===== config.mk =====
export PLATFORM = sky130hd
export DESIGN_NAME = iterative_comparator
export DESIGN_NICKNAME = d
export VERILOG_FILES = /design/src/rtl/iterative_comparator.sv
export SDC_FILE = /design/constraint.sdc
export NUM_CORES = 1
export LEC_CHECK = 0
export CORE_MARGIN = 3
export CORE_UTILIZATION = 45
export DETAILED_ROUTE_END_ITERATION = 6
export PLACE_DENSITY = 0.76
export REMOVE_ABC_BUFFERS = 1
export SLEW_MARGIN = 10
export SYNTH_ARGS = -nofsm -noshare
export SYNTH_HDL_FRONTEND = slang
export SYNTH_SLANG_ARGS = --single-unit

===== constraint.sdc =====
create_clock -name clk -period 3.25 [get_ports clk]
set_clock_uncertainty 0.1 [all_clocks]
set_input_delay 0.65 -clock clk [delete_from_list [all_inputs] [get_ports clk]]
set_output_delay 0.65 -clock clk [all_outputs]
set_load 0.005 [all_outputs]

===== src/rtl/iterative_comparator.sv =====
// Multi-cycle magnitude/equality comparator.
// Operands are compared MSB-first, SLICE bits per cycle. The FSM stops on the
// first differing slice. The result is returned as an all-ones/all-zeros mask
// plus eq/lt/gt relation flags, over a valid/ready handshake.
module iterative_comparator #(
  parameter int WIDTH     = 8,
  parameter int SLICE     = 2,
  parameter int OUT_WIDTH = 8
) (
  input  logic                 clk,
  input  logic                 rst_n,
  input  logic                 start_valid,
  output logic                 start_ready,
  input  logic [WIDTH-1:0]     comparator_input1,
  input  logic [WIDTH-1:0]     comparator_input2,
  input  logic [2:0]           mode,
  output logic                 result_valid,
  input  logic                 result_ready,
  output logic [OUT_WIDTH-1:0] result_mask,
  output logic                 flag_eq,
  output logic                 flag_lt,
  output logic                 flag_gt,
  output logic                 busy
);

  localparam int N     = WIDTH / SLICE;
  localparam int CNT_W = (N > 1) ? $clog2(N) : 1;
  localparam logic [CNT_W-1:0] LAST_CNT = CNT_W'(N - 1);

  // Predicate encodings
  localparam logic [2:0] M_GEU = 3'b000;
  localparam logic [2:0] M_LTU = 3'b001;
  localparam logic [2:0] M_GES = 3'b010;
  localparam logic [2:0] M_LTS = 3'b011;
  localparam logic [2:0] M_EQ  = 3'b100;
  localparam logic [2:0] M_NE  = 3'b101;
  localparam logic [2:0] M_GTU = 3'b110;
  localparam logic [2:0] M_LEU = 3'b111;

  // A slice split that does not tile the operand exactly is a configuration error
  generate
    if ((SLICE < 1) || (WIDTH % SLICE != 0)) begin : g_bad_params
      $error("iterative_comparator: WIDTH must be a positive multiple of SLICE");
    end
  endgenerate

  typedef enum logic [1:0] {S_IDLE, S_RUN, S_DONE} state_t;

  state_t                 r_state;
  state_t                 w_state_next;
  logic [WIDTH-1:0]       r_a;
  logic [WIDTH-1:0]       r_b;
  logic [2:0]             r_mode;
  logic [CNT_W-1:0]       r_cnt;
  logic [OUT_WIDTH-1:0]   r_mask;
  logic                   r_eq;
  logic                   r_lt;
  logic                   r_gt;

  logic                   w_accept;
  logic                   w_signed_mode;
  logic [WIDTH-1:0]       w_msb_flip;
  logic [SLICE-1:0]       w_a_sl [N];
  logic [SLICE-1:0]       w_b_sl [N];
  logic [SLICE-1:0]       w_a_cur;
  logic [SLICE-1:0]       w_b_cur;
  logic                   w_slice_gt;
  logic                   w_slice_lt;
  logic                   w_last;
  logic                   w_enter_done;
  logic                   w_pred;

  // Slice 0 holds the most significant bits, so the count walks MSB to LSB
  genvar gi;
  generate
    for (gi = 0; gi < N; gi++) begin : g_slices
      assign w_a_sl[gi] = r_a[WIDTH-1-gi*SLICE -: SLICE];
      assign w_b_sl[gi] = r_b[WIDTH-1-gi*SLICE -: SLICE];
    end
  endgenerate

  assign w_a_cur = w_a_sl[r_cnt];
  assign w_b_cur = w_b_sl[r_cnt];

  // Flipping the sign bit of both operands maps two's complement order onto unsigned order
  assign w_signed_mode = (mode == M_GES) || (mode == M_LTS);
  assign w_msb_flip    = {w_signed_mode, {(WIDTH-1){1'b0}}};
  assign w_accept      = start_valid && (r_state == S_IDLE);

  // Current-slice relation, next state, and the predicate for the decided relation
  always_comb begin
    w_state_next = r_state;
    w_slice_gt   = (w_a_cur > w_b_cur);
    w_slice_lt   = (w_a_cur < w_b_cur);
    w_last       = (r_cnt == LAST_CNT);
    w_enter_done = 1'b0;
    w_pred       = 1'b0;

    case (r_state)
      S_IDLE: if (w_accept) w_state_next = S_RUN;
      S_RUN: begin
        if (w_slice_gt || w_slice_lt || w_last) begin
          w_state_next = S_DONE;
          w_enter_done = 1'b1;
        end
      end
      S_DONE: if (result_ready) w_state_next = S_IDLE;
      default: w_state_next = S_IDLE;
    endcase

    // Equality is implied when the decision comes from the final slice with no difference
    case (r_mode)
      M_GEU, M_GES: w_pred = !w_slice_lt;
      M_LTU, M_LTS: w_pred = w_slice_lt;
      M_EQ:         w_pred = !w_slice_gt && !w_slice_lt;
      M_NE:         w_pred = w_slice_gt || w_slice_lt;
      M_GTU:        w_pred = w_slice_gt;
      M_LEU:        w_pred = !w_slice_gt;
      default:      w_pred = 1'b0;
    endcase
  end

  // State register; reset discards any request in flight
  always_ff @(posedge clk or negedge rst_n) begin
    if (!rst_n) r_state <= S_IDLE;
    else        r_state <= w_state_next;
  end

  // Operand latch, slice counter, and result capture on entry to DONE
  always_ff @(posedge clk or negedge rst_n) begin
    if (!rst_n) begin
      r_a    <= '0;
      r_b    <= '0;
      r_mode <= '0;
      r_cnt  <= '0;
      r_mask <= '0;
      r_eq   <= 1'b0;
      r_lt   <= 1'b0;
      r_gt   <= 1'b0;
    end else begin
      if (w_accept) begin
        r_a    <= comparator_input1 ^ w_msb_flip;
        r_b    <= comparator_input2 ^ w_msb_flip;
        r_mode <= mode;
        r_cnt  <= '0;
      end else if ((r_state == S_RUN) && !w_enter_done) begin
        r_cnt <= r_cnt + 1'b1;
      end
      if (w_enter_done) begin
        r_mask <= {OUT_WIDTH{w_pred}};
        r_gt   <= w_slice_gt;
        r_lt   <= w_slice_lt;
        r_eq   <= !w_slice_gt && !w_slice_lt;
      end
    end
  end

  assign start_ready  = (r_state == S_IDLE);
  assign busy         = (r_state != S_IDLE);
  assign result_valid = (r_state == S_DONE);
  assign result_mask  = r_mask;
  assign flag_eq      = r_eq;
  assign flag_lt      = r_lt;
  assign flag_gt      = r_gt;

endmodule


# Word level (Yosys, flattened, before mapping)
# Cells that the tools add are included.
# op_classes
n_addsub	1
mul	0
div	0
magnitude_cmp	3
n_eq_ne	15
n_shift	0
muxes	15
n_bitwise	3
n_reduce_logical	16
# ops
op	count
$mux 2	9
$xor 8x8->8	2
$eq 3x2->1 const B	4
$eq 3x3->1 const B	4
$bmux 2 s2	2
$pmux 1 s6	1
$pmux 2 s3	1
$eq 2x2->1 const B	2
$ne 2x1->1 const B	2
$reduce_bool 2->1	2
$reduce_or 2->1	2
$eq 3x1->1 const B	1
$ge 3x3->1 const B	1
$logic_and 1x1->1	3
$logic_not 1->1	3
$logic_not 3->1	1
$logic_or 1x1->1	3
$not 2->3	1
$reduce_and 3->1	1
$add 2x1->2 const B	1
$eq 2x1->1 const B	1
$gt 2x2->1	1
$logic_not 2->1	1
$lt 2x2->1	1
other kinds (2)	3
# word_totals
regBits	27
latchBits	0
mem_bits_rw	0
rom_bits	0
out_inout_bits	14
memories	0

# Longest topological paths before layout
# logic_depth
depth_word	13
mapped_depth	8
depth_no_buf	7

# Worst setup path after synthesis
# OpenSTA, ideal clock, no wires.
# synth_timing
path_type	reg2reg
from	register r_cnt[0]
to	register result_mask[0] (netlist name)
arrival_ps	2141
required_ps	3026
path_slack_ps	885
path_stages_with_launch	8
path_buffers	1
synth_period_minus_slack_ps	2365
cell_sequence	dfrtp_1 -> buf_2 -> mux4_2 -> ha_1 -> nand2_1 -> nor2_1 -> o31a_1 -> o31a_1
# synth_via
elab_chain_len	9
elab_cells_between_ends	18
classes_between	order compare (2); eq/ne (1); mux (9); bitwise (1); reduce/logical (5)
# synth_lines
item	line_no	source
start, declared	54	logic [CNT_W-1:0] r_cnt;
start signal, assigned	147	r_cnt <= r_cnt + 1'b1;
$not 2->3 (implied by the code)	82, 83	
$bmux 2 s2 (on tied branches)	82, 83	
$mux 2 (on tied branches) (2 in a row)	82, 83	
$gt 2x2->1 or $lt 2x2->1 (tied branches)	93, 94	
$logic_or 1x1->1	102, 116	
$logic_or 1x1->1	102	if (w_slice_gt || w_slice_lt || w_last) begin
$mux 1	102	
$mux 1	99	case (r_state)
# Several ways; a longest one is shown, not always the timed one. The select of a mux whose other input is x is not followed.
# A chain may end at the register's enable or synchronous reset.

# Final worst setup path
# layout_timing
from	register r_cnt[0]
to	register result_mask[0] (netlist name)
# layout_via
elab_chain_len	9
elab_cells_between_ends	18
classes_between	order compare (2); eq/ne (1); mux (9); bitwise (1); reduce/logical (5)
# layout_lines
item	line_no
$not 2->3 (implied by the code)	82, 83
$bmux 2 s2 (on tied branches)	82, 83
$mux 2 (on tied branches) (2 in a row)	82, 83
$gt 2x2->1 or $lt 2x2->1 (tied branches)	93, 94
$logic_or 1x1->1	102, 116
$logic_or 1x1->1	102
$mux 1	102
$mux 1	99
# Several ways; a longest one is shown, not always the timed one. The select of a mux whose other input is x is not followed.

==> flow_summary_export.csv <==
group,metric,value,unit
sta,fmax,0.397,GHz
logic_synthesis,ys_ff_latch,27,
logic_synthesis,syn_area_per_cell,13.1,µm²
cts,htree_levels,1,
placed_design,hpwl,1830,µm
sta,tns,0,ns
logic_synthesis,synth_flop_cell,"dfrtp_1",
sta,max_slew_margin,72.7,%
routing,vias,873,
logic_synthesis,async_flop_share,100,%
cts,cts_root_buf,"clkbuf_4",
logic_synthesis,synth_edf_count,0,
final_layout,layout_common_cells,"clkdlybuf4s50_1, dfrtp_1, mux2_4, nand2_1",
routing,totalWireLength,2380,µm
cts,clkLatencyLatePin,0.32,ns
routing,wl_per_cell,14.3,µm
final_layout,fillCellCount,248,
routing,via_per_inst,5.23,
power_and_ir_drop,leakage,0.745,nW
cts,path_clk_slew,0.15,ns
die,boundaryPins,37,
grt,antenna_found_initial,0,
worst_setup_path,slowest_stage,"dfrtp_1",
placed_design,port_buffers,36,
worst_setup_path,endpoint_kind,"flop",
final_layout,drive_gt1_share,22.1,%
sta,period_needed,2.52,ns
cts,cts_tree,"done",
die,rows,19,
die,die_h,61.4,µm
routing,ant_nets,0,
min_path,whs_endpoint,"flag_gt",
power_and_ir_drop,ir_drop,423,µV
logic_synthesis,ys_warn_count,0,
worst_setup_path,critical_path.startpoint,"r_cnt[0]",
final_layout,diodes,0,
cts,cts.sinks,27,
die,dieArea,3770,µm²
worst_setup_path,rr_startpoint,"r_cnt[0]",
grt,grt_pass1_vias,881,
cts,numCtsBuffers,3,
routing,drtIter0Drc,7,
grt,grt_pass1_wl,4020,µm
sta,whs,0.406,ns
cts,clk_path_buf_depth,2,
routing,first_pass_iters,3,
final_layout,multi_input_area,604,µm²
worst_setup_path,cp_max_fo,6,
die,core,2830,µm²
final_layout,ff_latch_area,676,µm²
final_layout,syn_to_final_growth,25.8,%
worst_setup_path,r2r_cells,6,
min_path,worstHoldStart,"flag_gt",
worst_setup_path,critPathArrivalTime,2.65,ns
grt,grt_overflow,0,
worst_setup_path,required,3.38,ns
placed_design,gp_congestion,0.745,
min_path,hp-class,"flop to flop",
cts,hold_buffers,0,
die,die_x,61.4,µm
cts,cts_setup_buffers,0,
sta,hold_violations,0,
final_layout,layout.nets,163,
worst_setup_path,cp_common_cell,"o31a_1",
sta,slew_viol_final,0,
sta,tightestPinTransition,0.405,ns
worst_setup_path,start_kind,"flop",
worst_setup_path,cpPeakStageDelay,0.56,ns
final_layout,mostFrequentLayoutCell,"clkdlybuf4s50_1",
die,start_util,48.8,%
run,maxCapViolCount,0,
sta,post-route-period-util,77.5,%
cts,ctsResizeCount,0,
logic_synthesis,syn_inst,105,
logic_synthesis,yosysSeqAreaShare,49.0,%
sta,setup_viol,0,
grt,grt_use_total,14.3,%
worst_setup_path,crit_type,"flop to flop",
routing,drt_drc_violations_left,0,
sta,rsz0062_at_grt,"no",
grt,grt_max_degree,28,
outcome,status,"finished, final reports clean",
worst_setup_path,crit_chain,"mux4_2 > ha_1 > nand2_1 > nor2_1 > o31a_1 > o31a_1",
logic_synthesis,synth.distinct_cells,29,
worst_setup_path,r2r-end,"result_mask[0]",
worst_setup_path,ff2ff_setup_slack,0.73,ns
power_and_ir_drop,powerDensity,905,nW/µm²
min_path,whs_path_depth,2,
logic_synthesis,syn_area,1380,µm²
==> kinds of logic after synthesis <==
logic type                 Yosys count  synth area share, %
xor gates and xnor gates             3                 1.90
and+or+nand+nor                     24                 10.2
adders and majority gates            3                 2.72
buffers and inverters               15                 7.25
muxes                               21                 23.0
DFF                                 27                 49.0
AOI/OAI and AO/OA                   12                 5.89
==> registers in the layout, summed over array words and instances, names as in the netlist <==
| register | cells |
|---|---|
| r_cnt | 2 |
| r_state | 2 |
| r_b | 8 |
| flag_eq | 1 |
| r_mode | 3 |
| flag_lt | 1 |
| result_mask | 1 |
| flag_gt | 1 |
| r_a | 8 |
==> synth_stat cells (2+ instances only) <==
cell / count / share of area [%]
a21oi_1: 4 / 1.5
o21ai_0: 3 / 1.1
ha_1: 3 / 2.7
nor2_1: 5 / 1.4
buf_4: 7 / 3.8
nand2_1: 6 / 1.6
nand2b_1: 3 / 1.4
xnor2_1: 3 / 1.9
nor2b_1: 3 / 1.4
buf_6: 2 / 1.6
buf_2: 2 / 0.73
mux4_2: 4 / 6.5
inv_1: 4 / 1.1
mux2_2: 5 / 4.1
o31a_1: 2 / 1.3
dfrtp_1: 27 / 49
mux2_4: 10 / 11
==> layer usage <==
layer	vias up	track usage, %	routed length [µm]
met5	-	0	0
met4	0	3.64	0
met3	0	2.31	140
met2	29	24.8	1150
met1	424	18.7	1090
li1	420	-	-
==> stage by stage <==
step | instance area (µm²) | power, mW | setup WS [ns] | utilization [%] | cells
after floorplan | 1290 | 1.13 | 0.881 | - | 94
after global placement | 1710 | 1.41 | 0.821 | 60.4 | 163
after detailed placement | 1710 | 1.45 | 0.748 | 60.4 | 163
after CTS | 1740 | 1.59 | 0.716 | 61.4 | 167
after global routing | 1740 | 1.71 | 0.597 | 61.4 | 167
final | 1740 | 1.57 | 0.730 | 61.4 | 167
==> how the worst max path moves through the flow <==
| stage | to | slack [ns] | cells past startpoint |
|---|---|---|---|
| final | result_mask[0] | 0.73 | 6 |
| after global routing | r_cnt[1] | 0.60 | 6 |
| after CTS | r_cnt[1] | 0.72 | 6 |
| after detailed placement | result_mask[0] | 0.75 | 6 |
| after global placement | result_mask[0] | 0.82 | 6 |
| after floorplan | result_mask[0] | 0.88 | 6 |
==> area by class of cell <==
cell class	instances	area share, %
Clock buffer	3	1.30
Multi-Input combinational cell	63	34.8
Tap cell	31	2.23
Inverter	4	0.865
Timing Repair Buffer	38	21.6
Clock inverter	1	0.288
Sequential cell	27	38.9
==> where the power goes <==
part	switching (mW)	total (mW)	internal, mW
clock	0.0996	0.146	0.0461
sequential	0.110	0.602	0.492
combinational	0.326	0.823	0.497
total	0.536	1.57	1.04
==> critical path: cells and delay by family, from the launching register on <==
| family | cells | cell delay [ns] |
|---|---|---|
| and+or+nand+nor | 2 | 0.30 |
| adders and majority gates | 1 | 0.35 |
| AOI/OAI and AO/OA | 2 | 0.57 |
| muxes | 1 | 0.55 |
| DFF | 1 | 0.56 |
No activity file was read; power rests on OpenSTA's default activity.
